**src/rtl/control_fsm_pkg.sv**
```systemverilog
// ============================================================================
// Module      : control_fsm_pkg
// Description : Shared control definitions: state encodings, opcodes and
//               instruction field positions for the FSM and output decoder.
// Revision    : 1.0 - initial release
// ============================================================================
`default_nettype none

package control_fsm_pkg;

    localparam int INSTR_W = 23;
    localparam int CNT_W   = 16;

    // Instruction field positions
    localparam int OPC_MSB = 22;
    localparam int OPC_LSB = 20;
    localparam int RX_MSB  = 19;
    localparam int RX_LSB  = 16;
    localparam int RY_MSB  = 15;
    localparam int RY_LSB  = 12;

    localparam logic [2:0] OP_LOAD = 3'b000;
    localparam logic [2:0] OP_MOV  = 3'b001;
    localparam logic [2:0] OP_ADD  = 3'b010;
    localparam logic [2:0] OP_SUB  = 3'b011;
    localparam logic [2:0] OP_HALT = 3'b111;

    typedef enum logic [4:0] {
        ST_IDLE   = 5'b00000,
        ST_LOAD   = 5'b00001,
        ST_MOV    = 5'b00010,
        ST_ARITH1 = 5'b00011,
        ST_ARITH2 = 5'b00100,
        ST_ARITH3 = 5'b00101,
        ST_FETCH  = 5'b01000,
        ST_PCINC  = 5'b10000,
        ST_HALT   = 5'b11111
    } state_e;

    function automatic logic [2:0] opcode_of(input logic [INSTR_W-1:0] word);
        return word[OPC_MSB:OPC_LSB];
    endfunction

endpackage

`default_nettype wire

```
**src/rtl/control_fsm.sv**
```systemverilog
// ============================================================================
// Module      : control_fsm
// Description : Instruction-sequencing control FSM with registered IR and
//               retired-instruction counter.
// Revision    : 1.0 - initial release
// ============================================================================
`default_nettype none

module control_fsm
    import control_fsm_pkg::*;
(
    input  logic               clk,
    input  logic               rst,
    input  logic               run,
    input  logic [INSTR_W-1:0] instr_in,
    input  logic               ir_valid,
    output logic               ir_req,
    output logic [4:0]         state,
    output logic [INSTR_W-1:0] instr,
    output logic               alu_op,
    output logic [CNT_W-1:0]   retire_cnt,
    output logic               halted
);

    state_e               r_state;
    state_e               w_state_nxt;
    logic [INSTR_W-1:0]   r_ir;
    logic [CNT_W-1:0]     r_retire_cnt;
    logic                 w_ir_load;
    logic                 w_retire;

    always_ff @(posedge clk or posedge rst) begin
        if (rst) begin
            r_state      <= ST_IDLE;
            r_ir         <= '0;
            r_retire_cnt <= '0;
        end else begin
            r_state <= w_state_nxt;
            if (w_ir_load) begin
                r_ir <= instr_in;
            end
            if (w_retire) begin
                r_retire_cnt <= r_retire_cnt + 1'b1;
            end
        end
    end

    always_comb begin
        w_state_nxt = r_state;
        w_ir_load   = 1'b0;
        w_retire    = 1'b0;
        case (r_state)
            ST_IDLE: begin
                if (run) begin
                    w_state_nxt = ST_FETCH;
                end
            end
            ST_FETCH: begin
                // Stall indefinitely until the instruction memory responds.
                if (ir_valid) begin
                    w_ir_load = 1'b1;
                    case (opcode_of(instr_in))
                        OP_LOAD:        w_state_nxt = ST_LOAD;
                        OP_MOV:         w_state_nxt = ST_MOV;
                        OP_ADD, OP_SUB: w_state_nxt = ST_ARITH1;
                        OP_HALT:        w_state_nxt = ST_HALT;
                        default:        w_state_nxt = ST_PCINC;
                    endcase
                end
            end
            ST_LOAD:   w_state_nxt = ST_PCINC;
            ST_MOV:    w_state_nxt = ST_PCINC;
            ST_ARITH1: w_state_nxt = ST_ARITH2;
            ST_ARITH2: w_state_nxt = ST_ARITH3;
            // ARITH3 advances the PC itself, so it retires directly.
            ST_ARITH3, ST_PCINC: begin
                w_retire    = 1'b1;
                w_state_nxt = run ? ST_FETCH : ST_IDLE;
            end
            ST_HALT:   w_state_nxt = ST_HALT;
            default:   w_state_nxt = ST_IDLE;
        endcase
    end

    assign state      = r_state;
    assign instr      = r_ir;
    assign retire_cnt = r_retire_cnt;
    assign ir_req     = (r_state == ST_FETCH);
    assign halted     = (r_state == ST_HALT);
    assign alu_op     = r_ir[OPC_LSB];

endmodule

`default_nettype wire

```
**config.mk**
```make
export PLATFORM = sky130hd
export DESIGN_NAME = control_fsm
export DESIGN_NICKNAME = d
export VERILOG_FILES = /design/src/rtl/control_fsm_pkg.sv /design/src/rtl/control_fsm.sv
export SDC_FILE = /design/constraint.sdc
export NUM_CORES = 1
export LEC_CHECK = 0
export ABC_AREA = 1
export BUFFER_PORTS_ARGS = -buffer_cell sky130_fd_sc_hd__buf_4
export CELL_PAD_IN_SITES_DETAIL_PLACEMENT = 1
export CELL_PAD_IN_SITES_GLOBAL_PLACEMENT = 2
export CORE_ASPECT_RATIO = 1.5
export CORE_UTILIZATION = 31
export CTS_BUF_LIST = sky130_fd_sc_hd__clkbuf_8
export DETAILED_ROUTE_END_ITERATION = 10
export GPL_ROUTABILITY_DRIVEN = 0
export PLACE_DENSITY = 0.94
export SLEW_MARGIN = 20
export SYNTH_ARGS = -nofsm -noshare
export SYNTH_HDL_FRONTEND = slang
export SYNTH_SLANG_ARGS = --single-unit
export TNS_END_PERCENT = 10
```
**constraint.sdc**
```tcl
create_clock -name clk -period 3.47 [get_ports clk]
set_clock_uncertainty 0.1 [all_clocks]
set_input_delay 0.347 -clock clk [delete_from_list [all_inputs] [get_ports clk]]
set_output_delay 0.347 -clock clk [all_outputs]
set_load 0.005 [all_outputs]
```
==> results by group <==
Clock tree
  • Number of buffers created by CTS: 5
  • Post CTS Setup Buffer Count: 0
  • Clock root buffer master: sky130_fd_sc_hd__clkbuf_8
  • Clock slew at the register clock pins of the worst setup and hold paths: 0.08 ns
  • Clock latency at the later pin of the worst-skew pair: 0.29 ns
  • Level count of the clock H-tree: 2
  • Max Root-Sink Buffers: 2
  • Sink count of the clock tree: 44
  • CTS Hold Buffers Added: 0
  • Post-cts sizing count: 0
  • Clock tree from TritonCTS: yes

Status
  • Outcome: finished with violations
  • Failing checks: design-rule violations

Synthesis
  • Area of the mapped netlist: approximately 2200 µm²
  • Post-Syn Area per Cell: slightly below 8 µm²
  • Post-synth net total: 310
  • Post-synthesis sequential area ratio: 0.503
  • Synth cell types: 22
  • Number of synthesized register bits: 44
  • Yosys synthesis warning count: 0
  • Syn Inst Count: 282

Routing
  • Average detailed-routed wire length per instance: 14.1 µm
  • Routed vias/inst: between 4 and 5
  • First DRT Iteration DRCs: 51
  • Wirelength, routed: 6.09 mm
  • Number of iterations in the first detailed-routing pass: 7
  • Residual DRC count: 2
  • Final antenna-violating net count: 0
  • Number of vias in the routed layout: 2,052

Place
  • Placed Cells: around 420
  • Placed cell areas: 2760 µm²
  • I/O Buffers: 73
  • Dpl hpwl: around 4.5 mm
  • Worst slack at placement: about 1.4 ns

Setup path
  • Worst Path Arrival: 1.69 ns
  • Worst-path fanout max: 27
  • Setup slack of the worst register-to-register path: roughly 1.4 ns
  • Critical Path Source Type: register
  • Endpoint class of the critical path: output pin
  • Required time at the worst-slack endpoint: around 3 ns
  • Category of the critical setup timing path: register to output pin
  • Cell depth of the worst flop-to-flop path: 6

Hold path
  • Path type of the worst min-delay path: primary input to async pin

STA
  • Sum Neg Setup Slack: 0 ns
  • Count of final setup violators: 0
  • F_max: 469 MHz
  • Part of the cycle the worst path needs: 0.615
  • Final count of pins violating max slew: 0
  • Final worst setup slack: 1.34 ns
  • Worst-case headroom to the max-slew limit: 0.465
  • Worst hold slack across all endpoints: 0.0790 ns
  • Unrepaired setup endpoints after global routing: no
  • Number of endpoints with negative hold slack in the final report: 0
  • Period minus WS final: 2.13 ns
  • Transition time of the tightest slew-check pin: ~0.8 ns

Floorplan
  • Die Y: 105 µm
  • Initial core utilization: 0.319
  • Ports: 74
  • Die Footprint: about 7400 µm²
  • Number of rows in the core area: 37
  • Core outline area: 6850 µm²
  • Overall die width: approximately 71 µm

Pwr
  • Total power: 1.94 mW
  • Power per cell area: just under 700 nW/µm²
  • Net switching share of the total power: 0.386
  • Sequential share of power: 0.420
  • Leak pwr: 1.48 nW
  • Gate power share: 0.418
  • VDD IR-drop max: roughly 0.30 mV
  • Relative contribution of the clock network to total power: 0.161
  • Int Pwr: 1.19 mW
  • Switching power: 747 µW

Finish
  • Final standard cell utilization of the core: 0.414
  • Final design area excluding fillers: around 2800 µm²
  • Number of fillers in the final layout: 879
  • Area growth, synth to finish: 29.7%
  • Area taken by multi-input logic gates: between 900 and 1000 µm²
  • Final net count: 381
  • Share of cells above drive strength 1: 0.249
  • Cell Count, Final, Fillers Out: 431
  • Number of antenna diodes: 0
  • Combined flip-flop and latch cell area: 1100 µm²

Run
  • Max-capacitance violation count: 0

Global routing
  • Vias in the first global route: 2,086
  • Antenna violations before repair: 0
  • GRT Util Overall: 0.178
  • Global-route congestion overflow total: 0
  • Largest net degree at the start of global routing: 45
  • Global-route wire length before repair: 10.3 mm
cell type report:
class | count | area share
inverter | 23 | 0.0313
tap | 78 | 0.0344
clock buffer | 5 | 0.0243
timing repair buffer | 73 | 0.193
sequential | 44 | 0.388
clock inverter | 2 | 0.00441
multi-input combinational | 206 | 0.325
registers in the layout, summed over array words and instances, names as in the netlist:
name / flops
instr: 23
retire_cnt: 16
state: 5
worst max-delay path, cell delays in order (launching register included):
cell and delay, ns:
sky130_fd_sc_hd__dfrtp_1 0.43, sky130_fd_sc_hd__nor2_2 0.20, sky130_fd_sc_hd__nand2_2 0.10, sky130_fd_sc_hd__nor2_4 0.11, sky130_fd_sc_hd__nand2_2 0.07, sky130_fd_sc_hd__clkinv_2 0.30, sky130_fd_sc_hd__buf_4 0.18
kinds of logic (layout without fill, tap and decap cells):
kind of cell | after synthesis | in the layout | synth area share
compound gates | 16 | 16 | 0.0366
xor+xnor | 7 | 7 | 0.0280
fa+ha+maj | 1 | 1 | 0.00572
buf+inv | 32 | 103 | 0.0755
flops | 44 | 44 | 0.503
simple gates | 182 | 182 | 0.351
power by group through the flow:
stage                     sequential [mW]  clock (mW)  combinational [mW]
after floorplan                     0.816           0               0.460
after global placement              0.815           0               0.813
after detailed placement            0.824           0               0.832
after CTS                           0.817       0.328               0.832
after global routing                0.837       0.344               0.925
final                               0.814       0.313               0.810
synthesized netlist by cell type:
cell type	number	area, µm²
sky130_fd_sc_hd__nor2_4	1	11.3
sky130_fd_sc_hd__buf_4	3	22.5
sky130_fd_sc_hd__xnor2_1	5	43.8
sky130_fd_sc_hd__nor2_2	1	6.26
sky130_fd_sc_hd__nand2_1	103	387
sky130_fd_sc_hd__nor3_1	1	5.00
sky130_fd_sc_hd__clkinv_2	1	5.00
sky130_fd_sc_hd__nor2_1	32	120
sky130_fd_sc_hd__dfrtp_1	44	1100
sky130_fd_sc_hd__xor2_1	2	17.5
sky130_fd_sc_hd__a21oi_1	4	20.0
sky130_fd_sc_hd__buf_2	2	10.0
sky130_fd_sc_hd__nand3_1	35	175
sky130_fd_sc_hd__o21ai_0	6	30.0
sky130_fd_sc_hd__nand4_1	4	25.0
sky130_fd_sc_hd__o21ai_1	6	30.0
sky130_fd_sc_hd__nand2_4	1	11.3
sky130_fd_sc_hd__buf_6	4	45.0
sky130_fd_sc_hd__nand3b_1	1	7.51
sky130_fd_sc_hd__nand2_2	3	18.8
sky130_fd_sc_hd__inv_1	22	82.6
sky130_fd_sc_hd__ha_1	1	12.5
per-layer routing:
metal | wire length, µm | share of wire | GRT usage
met1 | 2450 | 0.40 | 0.209
met2 | 3380 | 0.55 | 0.328
met3 | 167 | 0.027 | 0.0241
met4 | 93 | 0.015 | 0.0614
met5 | 0 | 0 | 0
cell usage in the layout, fill, tap and decap left out, types with 2 or more instances in the layout:
cell / count
sky130_fd_sc_hd__xnor2_1: 5
sky130_fd_sc_hd__buf_4: 73
sky130_fd_sc_hd__xor2_1: 2
sky130_fd_sc_hd__o21ai_0: 6
sky130_fd_sc_hd__o21ai_1: 6
sky130_fd_sc_hd__dfrtp_1: 44
sky130_fd_sc_hd__clkbuf_8: 5
sky130_fd_sc_hd__nand2_1: 103
sky130_fd_sc_hd__clkinv_2: 3
sky130_fd_sc_hd__a21oi_1: 4
sky130_fd_sc_hd__nor2_1: 32
sky130_fd_sc_hd__nand4_1: 4
sky130_fd_sc_hd__inv_1: 21
sky130_fd_sc_hd__nand3_1: 35
sky130_fd_sc_hd__nand2_2: 3
worst paths after layout:
path | from | end
setup / recovery | state[0] | ir_req
hold / removal | rst | retire_cnt[9]
setup reg to reg | state[3] | retire_cnt[10]
hold reg to reg | instr[15] | instr[15]
max in group asynchronous | rst | state[1]
min in group clk | instr_in[10] | instr[10]
Power figures use the tool's default switching activity.
